`src/rtl/gyro_div_scheduler.sv`:
```
// gyro_div_scheduler
//   Shares one signed divider between the three gyro axes. Each IMU data-ready
//   edge captures gx/gy/gz, issues rate/DIVISOR for x, y, z in turn and integrates
//   every quotient into pitch/roll/yaw, then pulses ready for one cycle.
//   Configuration macro: GYRO_SAT_EN -- when defined the angle accumulators
//   saturate at the signed limits instead of wrapping modulo 2^WIDTH.
module gyro_div_scheduler #(
  parameter int WIDTH       = 16,
  parameter int DIVISOR     = 10,
  parameter int DIV_TIMEOUT = 64
) (
  input  logic             clk_100mhz,
  input  logic             rst_in,
  input  logic [WIDTH-1:0] gx,
  input  logic [WIDTH-1:0] gy,
  input  logic [WIDTH-1:0] gz,
  input  logic             INT,
  output logic             div_start,
  output logic [WIDTH-1:0] div_a,
  output logic [WIDTH-1:0] div_b,
  input  logic [WIDTH-1:0] div_q,
  input  logic             div_valid,
  output logic [WIDTH-1:0] pitch,
  output logic [WIDTH-1:0] roll,
  output logic [WIDTH-1:0] yaw,
  output logic             ready,
  output logic             overrun,
  output logic             timeout_err
);

  // Timer is one bit wider than strictly needed so DIV_TIMEOUT=1 still works.
  localparam int TIMER_W = $clog2(DIV_TIMEOUT + 1);
  localparam logic [TIMER_W-1:0] TIMER_LAST = TIMER_W'(DIV_TIMEOUT - 1);

`ifdef GYRO_SAT_EN
  localparam logic [WIDTH-1:0] ACC_MAX = {1'b0, {(WIDTH-1){1'b1}}};
  localparam logic [WIDTH-1:0] ACC_MIN = {1'b1, {(WIDTH-1){1'b0}}};
`endif

  typedef enum logic [2:0] {
    ST_IDLE  = 3'd0,
    ST_ISSUE = 3'd1,
    ST_WAIT  = 3'd2,
    ST_ACCUM = 3'd3,
    ST_DONE  = 3'd4
  } state_t;

  // Angle update: plain two's-complement add, or clamped on signed overflow.
  function automatic logic [WIDTH-1:0] acc_add(input logic [WIDTH-1:0] acc,
                                               input logic [WIDTH-1:0] inc);
    logic [WIDTH-1:0] sum;
    sum = acc + inc;
`ifdef GYRO_SAT_EN
    // Overflow only when both operands share a sign the result does not.
    return ((acc[WIDTH-1] == inc[WIDTH-1]) && (sum[WIDTH-1] != acc[WIDTH-1]))
           ? (acc[WIDTH-1] ? ACC_MIN : ACC_MAX) : sum;
`else
    return sum;
`endif
  endfunction

  // Select the captured rate for the axis being divided.
  function automatic logic [WIDTH-1:0] pick_axis(input logic [1:0]       sel,
                                                 input logic [WIDTH-1:0] x,
                                                 input logic [WIDTH-1:0] y,
                                                 input logic [WIDTH-1:0] z);
    case (sel)
      2'd0:    return x;
      2'd1:    return y;
      2'd2:    return z;
      default: return {WIDTH{1'b0}};
    endcase
  endfunction

  // Reset synchronizer outputs
  logic             rst_meta_r;
  logic             rst_sync_r;
  logic             rst_n_s;

  // INT synchronizer / edge detect
  logic             int_sync1_r;
  logic             int_sync2_r;
  logic             int_sync3_r;
  logic             int_edge_r;

  // FSM
  state_t           state_r;
  state_t           next_state_s;
  logic             capture_s;
  logic             issue_s;
  logic             accept_s;
  logic             timeout_s;
  logic             accum_s;
  logic             last_axis_s;
  logic             overrun_set_s;

  // Datapath
  logic [WIDTH-1:0] cap_x_r;
  logic [WIDTH-1:0] cap_y_r;
  logic [WIDTH-1:0] cap_z_r;
  logic [1:0]       axis_r;
  logic [TIMER_W-1:0] timer_r;
  logic [WIDTH-1:0] q_r;
  logic [WIDTH-1:0] div_a_r;
  logic             div_start_r;
  logic [WIDTH-1:0] pitch_r;
  logic [WIDTH-1:0] roll_r;
  logic [WIDTH-1:0] yaw_r;
  logic             ready_r;
  logic             overrun_r;
  logic             timeout_err_r;

  // Reset asserts immediately, deasserts two clock edges after rst_in rises.
  always_ff @(posedge clk_100mhz or negedge rst_in) begin
    if (!rst_in) begin
      rst_meta_r <= 1'b0;
      rst_sync_r <= 1'b0;
    end else begin
      rst_meta_r <= 1'b1;
      rst_sync_r <= rst_meta_r;
    end
  end

  assign rst_n_s = rst_sync_r;

  // Bring INT into the clock domain and register a one-cycle rising-edge strobe.
  always_ff @(posedge clk_100mhz or negedge rst_n_s) begin
    if (!rst_n_s) begin
      int_sync1_r <= 1'b0;
      int_sync2_r <= 1'b0;
      int_sync3_r <= 1'b0;
      int_edge_r  <= 1'b0;
    end else begin
      int_sync1_r <= INT;
      int_sync2_r <= int_sync1_r;
      int_sync3_r <= int_sync2_r;
      int_edge_r  <= int_sync2_r & ~int_sync3_r;
    end
  end

  // FSM state register.
  always_ff @(posedge clk_100mhz or negedge rst_n_s) begin
    if (!rst_n_s) begin
      state_r <= ST_IDLE;
    end else begin
      state_r <= next_state_s;
    end
  end

  assign last_axis_s   = (axis_r == 2'd2);
  assign overrun_set_s = int_edge_r && (state_r != ST_IDLE);

  // Next-state logic and per-state datapath strobes.
  always_comb begin
    next_state_s = state_r;
    capture_s    = 1'b0;
    issue_s      = 1'b0;
    accept_s     = 1'b0;
    timeout_s    = 1'b0;
    accum_s      = 1'b0;
    case (state_r)
      ST_IDLE: begin
        if (int_edge_r) begin
          capture_s    = 1'b1;
          next_state_s = ST_ISSUE;
        end else begin
          next_state_s = ST_IDLE;
        end
      end
      ST_ISSUE: begin
        issue_s      = 1'b1;
        next_state_s = ST_WAIT;
      end
      ST_WAIT: begin
        // A result arriving on the final timer count still wins.
        if (div_valid) begin
          accept_s     = 1'b1;
          next_state_s = ST_ACCUM;
        end else if (timer_r == TIMER_LAST) begin
          timeout_s    = 1'b1;
          next_state_s = ST_IDLE;
        end else begin
          next_state_s = ST_WAIT;
        end
      end
      ST_ACCUM: begin
        accum_s = 1'b1;
        if (last_axis_s) begin
          next_state_s = ST_DONE;
        end else begin
          next_state_s = ST_ISSUE;
        end
      end
      ST_DONE: begin
        next_state_s = ST_IDLE;
      end
      default: begin
        next_state_s = ST_IDLE;
      end
    endcase
  end

  // Capture the three rates on the accepting edge and step the axis index.
  always_ff @(posedge clk_100mhz or negedge rst_n_s) begin
    if (!rst_n_s) begin
      cap_x_r <= {WIDTH{1'b0}};
      cap_y_r <= {WIDTH{1'b0}};
      cap_z_r <= {WIDTH{1'b0}};
      axis_r  <= 2'd0;
    end else begin
      if (capture_s) begin
        cap_x_r <= gx;
        cap_y_r <= gy;
        cap_z_r <= gz;
        axis_r  <= 2'd0;
      end else if (accum_s && !last_axis_s) begin
        axis_r <= axis_r + 2'd1;
      end
    end
  end

  // Divider handshake: request pulse, held dividend, response timer, quotient latch.
  always_ff @(posedge clk_100mhz or negedge rst_n_s) begin
    if (!rst_n_s) begin
      div_start_r <= 1'b0;
      div_a_r     <= {WIDTH{1'b0}};
      timer_r     <= {TIMER_W{1'b0}};
      q_r         <= {WIDTH{1'b0}};
    end else begin
      div_start_r <= issue_s;
      if (issue_s) begin
        div_a_r <= pick_axis(axis_r, cap_x_r, cap_y_r, cap_z_r);
        timer_r <= {TIMER_W{1'b0}};
      end else if (state_r == ST_WAIT) begin
        timer_r <= timer_r + {{(TIMER_W-1){1'b0}}, 1'b1};
      end
      if (accept_s) begin
        q_r <= div_q;
      end
    end
  end

  // Integrate the latched quotient into the angle of the current axis.
  always_ff @(posedge clk_100mhz or negedge rst_n_s) begin
    if (!rst_n_s) begin
      pitch_r <= {WIDTH{1'b0}};
      roll_r  <= {WIDTH{1'b0}};
      yaw_r   <= {WIDTH{1'b0}};
    end else if (accum_s) begin
      case (axis_r)
        2'd0:    pitch_r <= acc_add(pitch_r, q_r);
        2'd1:    roll_r  <= acc_add(roll_r, q_r);
        2'd2:    yaw_r   <= acc_add(yaw_r, q_r);
        default: pitch_r <= pitch_r;
      endcase
    end
  end

  // Completion pulse (visible during DONE) and sticky error flags.
  always_ff @(posedge clk_100mhz or negedge rst_n_s) begin
    if (!rst_n_s) begin
      ready_r       <= 1'b0;
      overrun_r     <= 1'b0;
      timeout_err_r <= 1'b0;
    end else begin
      ready_r <= accum_s & last_axis_s;
      if (overrun_set_s) begin
        overrun_r <= 1'b1;
      end
      if (timeout_s) begin
        timeout_err_r <= 1'b1;
      end
    end
  end

  assign div_start   = div_start_r;
  assign div_a       = div_a_r;
  assign div_b       = WIDTH'(DIVISOR);
  assign pitch       = pitch_r;
  assign roll        = roll_r;
  assign yaw         = yaw_r;
  assign ready       = ready_r;
  assign overrun     = overrun_r;
  assign timeout_err = timeout_err_r;

endmodule

```
`config.mk`:
```
export PLATFORM = sky130hd
export DESIGN_NAME = gyro_div_scheduler
export DESIGN_NICKNAME = d
export VERILOG_FILES = /design/src/rtl/gyro_div_scheduler.sv
export SDC_FILE = /design/constraint.sdc
export NUM_CORES = 1
export LEC_CHECK = 0
export BUFFER_PORTS_ARGS = -buffer_cell sky130_fd_sc_hd__clkbuf_2
export CAP_MARGIN = 15
export CELL_PAD_IN_SITES_DETAIL_PLACEMENT = 0
export CELL_PAD_IN_SITES_GLOBAL_PLACEMENT = 1
export CORE_UTILIZATION = 39
export DETAILED_ROUTE_END_ITERATION = 10
export PLACE_DENSITY_LB_ADDON = 0.05
export SKIP_LAST_GASP = 1
export SYNTH_ARGS = -nofsm -noshare
export SYNTH_HDL_FRONTEND = slang
export SYNTH_SLANG_ARGS = --single-unit
```
`constraint.sdc`:
```
create_clock -name clk_100mhz -period 4.76 [get_ports clk_100mhz]
set_input_delay 0.238 -clock clk_100mhz [delete_from_list [all_inputs] [get_ports clk_100mhz]]
set_output_delay 0.238 -clock clk_100mhz [all_outputs]
set_load 0.02 [all_outputs]
```
==> results of run 1 <==
-- repair_timing --
item | in CTS | in global routing
hold endpoints to repair | 3 | 0
hold buffers | 2 | 0
resized for setup | 0 | 0
-- registers in the layout (all words and copies together), names as in the netlist, 2 cells and up --
register	flops
cap_x_r	16
cap_y_r	16
cap_z_r	16
div_a	16
pitch	16
q_r	16
roll	16
yaw	16
timer_r	7
state_r	3
axis_r	2
-- per-layer routing --
metal,global-route usage (%),vias up
li1,-,3247
met3,5.71,22
met5,0,-
met2,35.2,172
met1,26.7,3219
met4,6.34,0
-- layout make-up --
type                    count  share of cell area (%)
clock buffers              18                    4.37
clock inverters            14                    1.86
inverters                  15                   0.574
multi-input cells         612                    43.9
flip-flops and latches    150                    38.3
well taps                 275                    3.51
repair buffers            142                    7.47
-- cell families after synthesis --
| group | Yosys count | share of synthesized area [%] |
|---|---|---|
| XOR/XNOR | 22 | 2.31 |
| buffers and inverters | 70 | 4.13 |
| adder cells (fa/ha/maj) | 53 | 8.22 |
| flip-flops | 150 | 45.0 |
| multiplexers | 70 | 9.38 |
| AND/OR/NAND/NOR | 230 | 13.5 |
| other | 2 | 0.0900 |
| AO/OA/AOI/OAI | 220 | 17.4 |
-- worst register-to-register path: cells and delay by family (launching register included) --
family	cells	cell delay, ns
simple gates	2	0.59
flops	1	0.41
compound gates	3	0.46
fa+ha+maj	1	0.70
buf+inv	2	0.58
-- through the flow --
step                std cells  total power [W]  util [%]
detailed placement       1192          0.00644      43.7
global placement         1192          0.00636      43.7
global route             1226          0.00848      46.7
CTS                      1226          0.00788      46.7
finish                   1226          0.00782      46.7
floorplan                 832          0.00527         -
-- synth_stat cells, drive strengths merged, types with 3 or more instances --
master | instances | area [sq um]
and3 | 8 | 50.1
a21oi | 52 | 260
nor2 | 32 | 120
o21a | 10 | 75.1
mux2 | 65 | 732
xor2 | 7 | 61.3
a31oi | 6 | 37.5
inv | 15 | 56.3
a21o | 11 | 82.6
fa | 3 | 60.1
a211oi | 7 | 57.6
a221o | 4 | 40.0
o211ai | 3 | 22.5
and4 | 5 | 43.8
nor3 | 8 | 40.0
o311ai | 3 | 26.3
buf | 32 | 200
nand2b | 7 | 43.8
o221ai | 3 | 26.3
or3 | 10 | 63.8
a311o | 3 | 30.0
or2 | 3 | 18.8
nand4b | 3 | 41.3
xnor2 | 15 | 131
a211o | 8 | 70.1
o2111ai | 4 | 35.0
o21ai | 68 | 340
nand3 | 15 | 75.1
and2 | 4 | 25.0
dfrtp | 150 | 3750
a222oi | 16 | 160
nand2 | 110 | 413
o21bai | 3 | 22.5
mux2i | 5 | 50.1
clkbuf | 23 | 87.6
nand4 | 13 | 81.3
o31ai | 8 | 60.1
ha | 50 | 626
-- report_power, final --
part | total [W] | leakage (nW) | internal [W] | switching, W
Combinational | 0.00397 | 2.46 | 0.00161 | 0.00236
Sequential | 0.00244 | 1.85 | 0.00184 | 0.000608
Clock | 0.00141 | 0.301 | 0.000802 | 0.000611
Total | 0.00782 | 4.61 | 0.00425 | 0.00358
-- final timing paths --
check / from / to / slack [ns] / depth (start not counted)
setup / recovery: axis_r[0]$_DFFE_PN0P_ / yaw[15]$_DFFE_PN0P_ / 1.89 / 8
hold / removal: gz[15] / cap_z_r[15]$_DFFE_PN0P_ / 0.05 / 2
setup reg to reg: axis_r[0]$_DFFE_PN0P_ / yaw[15]$_DFFE_PN0P_ / 1.89 / 8
hold reg to reg: rst_n_s$_DFF_PN0_ / yaw[6]$_DFFE_PN0P_ / 0.34 / 0
max in group asynchronous: rst_n_s$_DFF_PN0_ / state_r[2]$_DFF_PN0_ / 3.27 / 1
min in group asynchronous: rst_in / rst_meta_r$_DFF_PN0_ / 0.14 / 2
==> qor.yml, run 1 <==
grt:
  grt_pass1_vias: 6808
  gr-usage-all-layers_pct: 21.1
  grt_max_degree: 54
  grt_pass1_wl_um: 35800
  antenna_found_initial: 0
  grt_overflow: 0
route:
  wl_um: 21900
  drtAntennaViolNets: 0
  dr_total_vias: 6660
  met2_length_um: 10600
  met1Wirelength_um: 9730
  wl_per_cell_um: 17.9
  drc_errors: 0
  highest_layer: "met4"
  drt-pass1-iter-count: 5
  wl_met3_um: 1240
  vias_per_cell: 5.43
  first_iter_violations: 350
synthesis:
  async_flop_share_pct: 100
  syn_inst: 817
  synth_cell_types: 64
  yosys_warnings: 0
  avgSynthCellArea_sq_um: 10.2
  synthFlopType: "dfrtp_1"
  synth_seq_cells: 150
  synth_edf_count: 0
  netlist_area_sq_mm: 0.00834
  ys_seq_area_share_pct: 45.0
critical_path:
  worstSetupStartpointType: "flip-flop"
  critical_path_class: "reg2reg"
  worstPathArrival_ns: 3.16
  end_kind: "flip-flop"
  critPathMostFrequentCell: "inv_1"
  critPathMaxFanout: 28
  cp_slowest_stage_delay_ns: 0.70
  crit_buf_inv: 2
  worst_path_max_delay_cell: "ha_1"
  critical_path_required_ns: 5.05
  cp_top_family: "adder cells"
  worstPathCellList: "inv_1 > ha_1 > nand4b_4 > inv_1 > nand2b_1 > a211o_1 > o311ai_0 > o211ai_1"
layout:
  final_common_cell: "dfrtp_1"
  postLayoutCellArea_sq_mm: 0.00981
  multi_input_area_sq_mm: 0.00431
  drive_gt1_share_pct: 25.9
  antenna_cells: 0
  seq_area_sq_mm: 0.00376
  final_nets: 1059
  nFillCells: 2012
  areaGrowthSynthToFinish_pct: 17.6
  final_cell_mix: "dfrtp_1, clkbuf_2, nand2_1"
clock_network:
  post_cts_buffers: 0
  clock_path_buffers: 2
  h-tree-depth: 4
  cts_tree: "built"
  cts_buffers: 17
  cts.sinks: 150
  path_clk_slew_ns: 0.07
  clkLatencyLatePin_ns: 0.42
  cts_root_buf: "clkbuf_16"
place:
  dp_slack_ns: 1.85
  dpl_cell_area_sq_mm: 0.00918
  io_buffers: 135
  globalplace.congestion: 0.850
  place_hpwl_um: 15900
timing:
  setup_tns_ns: 0
  setup_ws_ns: 1.89
  period_minus_slack_ns: 2.87
  worst_slew_margin_rel_pct: 43.0
  max_freq_mhz: 349
  hold_ws_ns: 0.0469
  hold_viol: 0
  final-setup-viol-count: 0
  finClkSkew_ns: 0.0128
  slew_viol_final: 0
  worst_pin_slew_ns: 0.855
  fin_crit_sh_pct: 60.2
  rsz0062_at_grt: "false"
die:
  initial_core_util_pct: 39.7
  fp.coreArea_sq_mm: 0.0210
  fp.dieW_um: 148
  fp.dieArea_sq_mm: 0.0220
  die_y_um: 148
  pin_count: 152
  row_count: 53
power_and_ir_drop:
  ir_drop_v: 0.000296
  power_density_mw_per_mm2: 797
  leakagePower_nw: 4.61
outcome:
  status: "finished, final reports clean"
min_path:
  hold_path_class: "in2reg"
flow_run:
  cap_violations: 0
Note: power is estimated with default switching activity, not from simulation.
==> run 2: changes to the inputs <==
- CORE_UTILIZATION: 39 -> 44
- clock period: 4.76 -> 2.8 ns (I/O delays scaled with it)
==> run 2 against run 1 <==
Net effect: global-route usage increased by 3.3 points; first-iteration DRC count fell by 0.86%; total power increased by 72%.
==> qor.yml, run 2 (synthesis gave the netlist of run 1 again) <==
critical_path:
  critPathLaunch: "q_r[0]$_DFFE_PN0N_"
  worst_path_max_delay_cell: "dfrtp_1"
  endpoint: "yaw[12]$_DFFE_PN0P_"
  critical_path_required_ns: 3.10
  end_kind: "flip-flop"
  critical_path_class: "reg2reg"
  critPathMaxFanout: 4
  regToRegEndpoint: "yaw[12]$_DFFE_PN0P_"
  worstSetupStartpointType: "flip-flop"
  regToRegStartpoint: "q_r[0]$_DFFE_PN0N_"
  worstPathArrival_ns: 2.92
  cp_top_family: "compound AO/OA/AOI/OAI gates"
  crit_buf_inv: 0
  worstPathCellList: "ha_1 > fa_1 > a21o_1 > a311o_1 > a211oi_2 > nor3_1 > or3b_1"
  reg2reg_slack_ns: 0.17
  cp_slowest_stage_delay_ns: 0.43
  worst-path-stages: 7
  reg2regPathDepth: 7
timing:
  hold_viol: 0
  worst_slew_margin_rel_pct: 42.0
  worst_pin_slew_ns: 0.870
  hold_ws_ns: 0.0320
  max_freq_mhz: 381
  period_minus_slack_ns: 2.63
  setup_tns_ns: 0
  rsz0062_at_grt: "false"
  slew_viol_final: 0
  fin_crit_sh_pct: 93.8
  final-setup-viol-count: 0
  finClkSkew_ns: 0.00916
layout:
  antenna_cells: 0
  areaGrowthSynthToFinish_pct: 25.7
  final_nets: 1132
  drive_gt1_share_pct: 24.9
  final_cell_mix: "dfrtp_1, clkbuf_2, nand2_1"
  final_common_cell: "dfrtp_1"
  postLayoutCellArea_sq_mm: 0.0105
  nFillCells: 1597
place:
  io_buffers: 135
  place_hpwl_um: 15700
  globalplace.congestion: 0.891
  dpl_cell_area_sq_mm: 0.00921
route:
  vias_per_cell: 5.60
  first_iter_violations: 347
  dr_total_vias: 7015
  drtAntennaViolNets: 0
  drc_errors: 0
  wl_um: 22600
  drt-pass1-iter-count: 5
  wl_per_cell_um: 18.0
clock_network:
  clkLatencyLatePin_ns: 0.43
  post_cts_buffers: 0
  cts_tree: "built"
  clock_path_buffers: 2
  cts_buffers: 17
  cts_root_buf: "clkbuf_16"
  postCtsHoldBufs: 67
  h-tree-depth: 4
  cts.sinks: 150
  path_clk_slew_ns: 0.06
  ctsResizeCount: 0
min_path:
  hold_path_class: "in2async"
grt:
  use_met2_pct: 42.7
  grtUsageMet1_pct: 29.9
  grt_pass1_wl_um: 37200
  gr-usage-all-layers_pct: 24.5
  grt_pass1_vias: 7161
  grt-busiest-layer: "met2"
  grt_use_met3_pct: 4.85
  grt_overflow: 0
  grt_max_degree: 53
  antenna_found_initial: 0
die:
  fp.dieArea_sq_mm: 0.0195
  fp.coreArea_sq_mm: 0.0183
  die_y_um: 140
  pin_count: 152
  row_count: 49
  initial_core_util_pct: 45.7
  fp.dieW_um: 140
outcome:
  status: "finished, final reports clean"
power_and_ir_drop:
  ir_drop_v: 0.000517
  leakagePower_nw: 4.92
  power_density_mw_per_mm2: 1280
flow_run:
  cap_violations: 0
run 2: worst min path at each step:
stage	to	slack [ns]
2_1_floorplan	rst_meta_r$_DFF_PN0_	-0.16
3_3_place_gp	rst_meta_r$_DFF_PN0_	-0.07
3_5_place_dp	rst_meta_r$_DFF_PN0_	-0.07
4_1_cts	rst_n_s$_DFF_PN0_	0.02
5_1_grt	rst_meta_r$_DFF_PN0_	0.02
6_report	rst_meta_r$_DFF_PN0_	0.03
run 2: layer usage:
metal,share of wire [%],up-vias
li1,-,3376
met2,50,217
met3,5.1,37
met1,43,3385
met5,0,-
met4,1.8,0
run 2: per-stage QoR:
stage	total power (W)	worst slack [ns]	util [%]	cells
finish	0.0134	0.174	57.4	1253
global route	0.0145	0.0668	57.4	1253
CTS	0.0135	0.154	57.4	1253
detailed placement	0.0110	0.169	50.4	1154
global placement	0.0108	0.247	50.4	1154
floorplan	0.00896	0.294	-	832
run 2: area by class of cell:
class / count / area (sq um) / area share, %
Tap cell: 229 / 287 / 2.73
Sequential cell: 150 / 3760 / 35.8
Clock buffer: 17 / 425 / 4.06
Clock inverter: 15 / 185 / 1.77
Inverter: 15 / 56.3 / 0.537
Multi-Input combinational cell: 612 / 4310 / 41.1
Timing Repair Buffer: 215 / 1470 / 14.0
run 2: report_power, final:
| part | internal, W | leakage, nW | switching (W) |
|---|---|---|---|
| logic | 0.00284 | 2.78 | 0.00407 |
| clock network | 0.00136 | 0.302 | 0.00103 |
| registers | 0.00312 | 1.85 | 0.00100 |
| total | 0.00732 | 4.92 | 0.00611 |
==> run 3: changes to the inputs <==
- BUFFER_PORTS_ARGS: -buffer_cell sky130_fd_sc_hd__clkbuf_2 -> -buffer_cell sky130_fd_sc_hd__buf_2
- CELL_PAD_IN_SITES_DETAIL_PLACEMENT: 0 -> 1
- CORE_MARGIN: unset -> 2
==> run 3 against run 2 <==
Net effect: worst hold slack got worse by 0.011 ns; global-route usage rose by 2.7 points; flip-flop and latch count did not move; critical endpoint unchanged.
==> qor.yml, run 3 (synthesis gave the netlist of run 1 again) <==
grt:
  grt_overflow: 0
  gr-usage-all-layers_pct: 27.2
  antenna_found_initial: 0
  grt_pass1_wl_um: 42300
  grt_pass1_vias: 7885
  grt_max_degree: 53
power_and_ir_drop:
  power_density_mw_per_mm2: 1310
  ir_drop_v: 0.000599
  power.share.combinational_pct: 52.2
  pwr-share-clk_pct: 17.6
  swShare_pct: 47.1
  switchingPower_w: 0.00650
  p_int_w: 0.00729
  leakagePower_nw: 4.93
  pwr-share-seq_pct: 30.2
route:
  drc_errors: 0
  dr_total_vias: 7216
  drtAntennaViolNets: 0
  wl_um: 26300
  wl_per_cell_um: 20.9
  first_iter_violations: 348
  drt-pass1-iter-count: 6
  vias_per_cell: 5.74
die:
  fp.coreArea_sq_mm: 0.0186
  row_count: 50
  initial_core_util_pct: 44.7
  die_y_um: 142
  fp.dieW_um: 142
  pin_count: 152
  fp.dieArea_sq_mm: 0.0201
critical_path:
  critical_path_class: "reg2reg"
  critical_path_required_ns: 3.10
  worstSetupStartpointType: "flip-flop"
  cp_slowest_stage_delay_ns: 0.44
  worstPathCellList: "ha_1 > fa_1 > a21o_1 > a311o_1 > a211oi_2 > nor3_1 > or3b_1"
  critPathMaxFanout: 4
  end_kind: "flip-flop"
  worst_path_max_delay_cell: "dfrtp_1"
  worstPathArrival_ns: 2.95
timing:
  hold_viol: 0
  max_freq_mhz: 377
  setup_tns_ns: 0
  period_minus_slack_ns: 2.65
  final-setup-viol-count: 0
  worst_slew_margin_rel_pct: 45.1
  slew_viol_final: 0
  worst_pin_slew_ns: 0.824
  fin_crit_sh_pct: 94.7
  finClkSkew_ns: 0.0141
  rsz0062_at_grt: "false"
place:
  globalplace.congestion: 0.926
  io_buffers: 135
  dp.cells: 1158
  place_hpwl_um: 17800
clock_network:
  clock_path_buffers: 2
  post_cts_buffers: 0
  clkLatencyLatePin_ns: 0.44
  cts_buffers: 17
  cts.sinks: 150
  cts_root_buf: "clkbuf_16"
  cts_tree: "built"
  path_clk_slew_ns: 0.07
  h-tree-depth: 4
layout:
  final_cell_mix: "dfrtp_1, buf_2, nand2_1"
  final_nets: 1131
  drive_gt1_share_pct: 24.9
  instances_no_fill: 1257
  final_common_cell: "dfrtp_1"
  areaGrowthSynthToFinish_pct: 26.0
  antenna_cells: 0
outcome:
  status: "finished, final reports clean"
flow_run:
  cap_violations: 0
min_path:
  hold_path_class: "in2async"
## run 3: repair_timing
action | 4_1_cts | 5_1_grt
hold endpoints to repair | 68 | 0
resized for setup | 0 | 1
hold buffers | 67 | 0
endpoints found under the setup margin | 0 | 1
## run 3: worst max-delay path, delay by kind of cell (launching register included)
family / cells / cell delay (ns)
flops: 1 / 0.44
fa+ha+maj: 2 / 0.64
compound gates: 3 / 0.97
simple gates: 2 / 0.47
## run 3: cell type report
class | instances | area [sq um]
multi-input cells | 612 | 4310
inverters | 15 | 56.3
well taps | 234 | 293
clock inverters | 15 | 205
fillers | 2048 | 8130
repair buffers | 214 | 1460
flip-flops and latches | 150 | 3760
clock buffers | 17 | 425
## run 3: per-layer routing
metal	vias to the layer above	GRT usage, %	wire length (um)
met4	0	9.11	589
met3	36	5.77	1380
met2	221	47.9	13300
li1	3373	-	-
met5	-	0	0
met1	3586	33.2	11000
## run 3: through the flow
| step | power (W) | setup slack [ns] | hold WS (ns) | instance area [sq um] | util (%) |
|---|---|---|---|---|---|
| 2_1_floorplan | 0.00896 | 0.294 | -0.156 | 8400 | - |
| 3_3_place_gp | 0.0109 | 0.257 | -0.0756 | 9210 | 49.4 |
| 3_5_place_dp | 0.0112 | 0.157 | -0.0715 | 9210 | 49.4 |
| 4_1_cts | 0.0138 | 0.126 | 0.0107 | 10500 | 56.4 |
| 5_1_grt | 0.0148 | 0.0232 | 0.0319 | 10500 | 56.4 |
| 6_report | 0.0138 | 0.149 | 0.0212 | 10500 | 56.4 |
## run 3: worst paths after layout
path                                         start                      to  slack [ns]  cells after the start
max in group asynchronous        rst_n_s$_DFF_PN0_  cap_x_r[3]$_DFFE_PN0P_        1.71                      1
worst max-delay path            q_r[0]$_DFFE_PN0N_     yaw[12]$_DFFE_PN0P_        0.15                      7
worst min-delay path                        rst_in       rst_n_s$_DFF_PN0_        0.02                      2
min in group clk_100mhz                        INT   int_sync1_r$_DFF_PN0_        0.35                      2
worst max register to register  q_r[0]$_DFFE_PN0N_     yaw[12]$_DFFE_PN0P_        0.15                      7
worst min register to register   rst_n_s$_DFF_PN0_      yaw[7]$_DFFE_PN0P_        0.37                      0
## run 3: power by group through the flow
| stage | Sequential [W] | Clock (W) | Combinational (W) |
|---|---|---|---|
| final | 0.00416 | 0.00243 | 0.00720 |
| after floorplan | 0.00425 | 0 | 0.00471 |
| after detailed placement | 0.00418 | 0 | 0.00700 |
| after CTS | 0.00415 | 0.00248 | 0.00715 |
| after global placement | 0.00410 | 0 | 0.00676 |
| after global routing | 0.00431 | 0.00254 | 0.00796 |
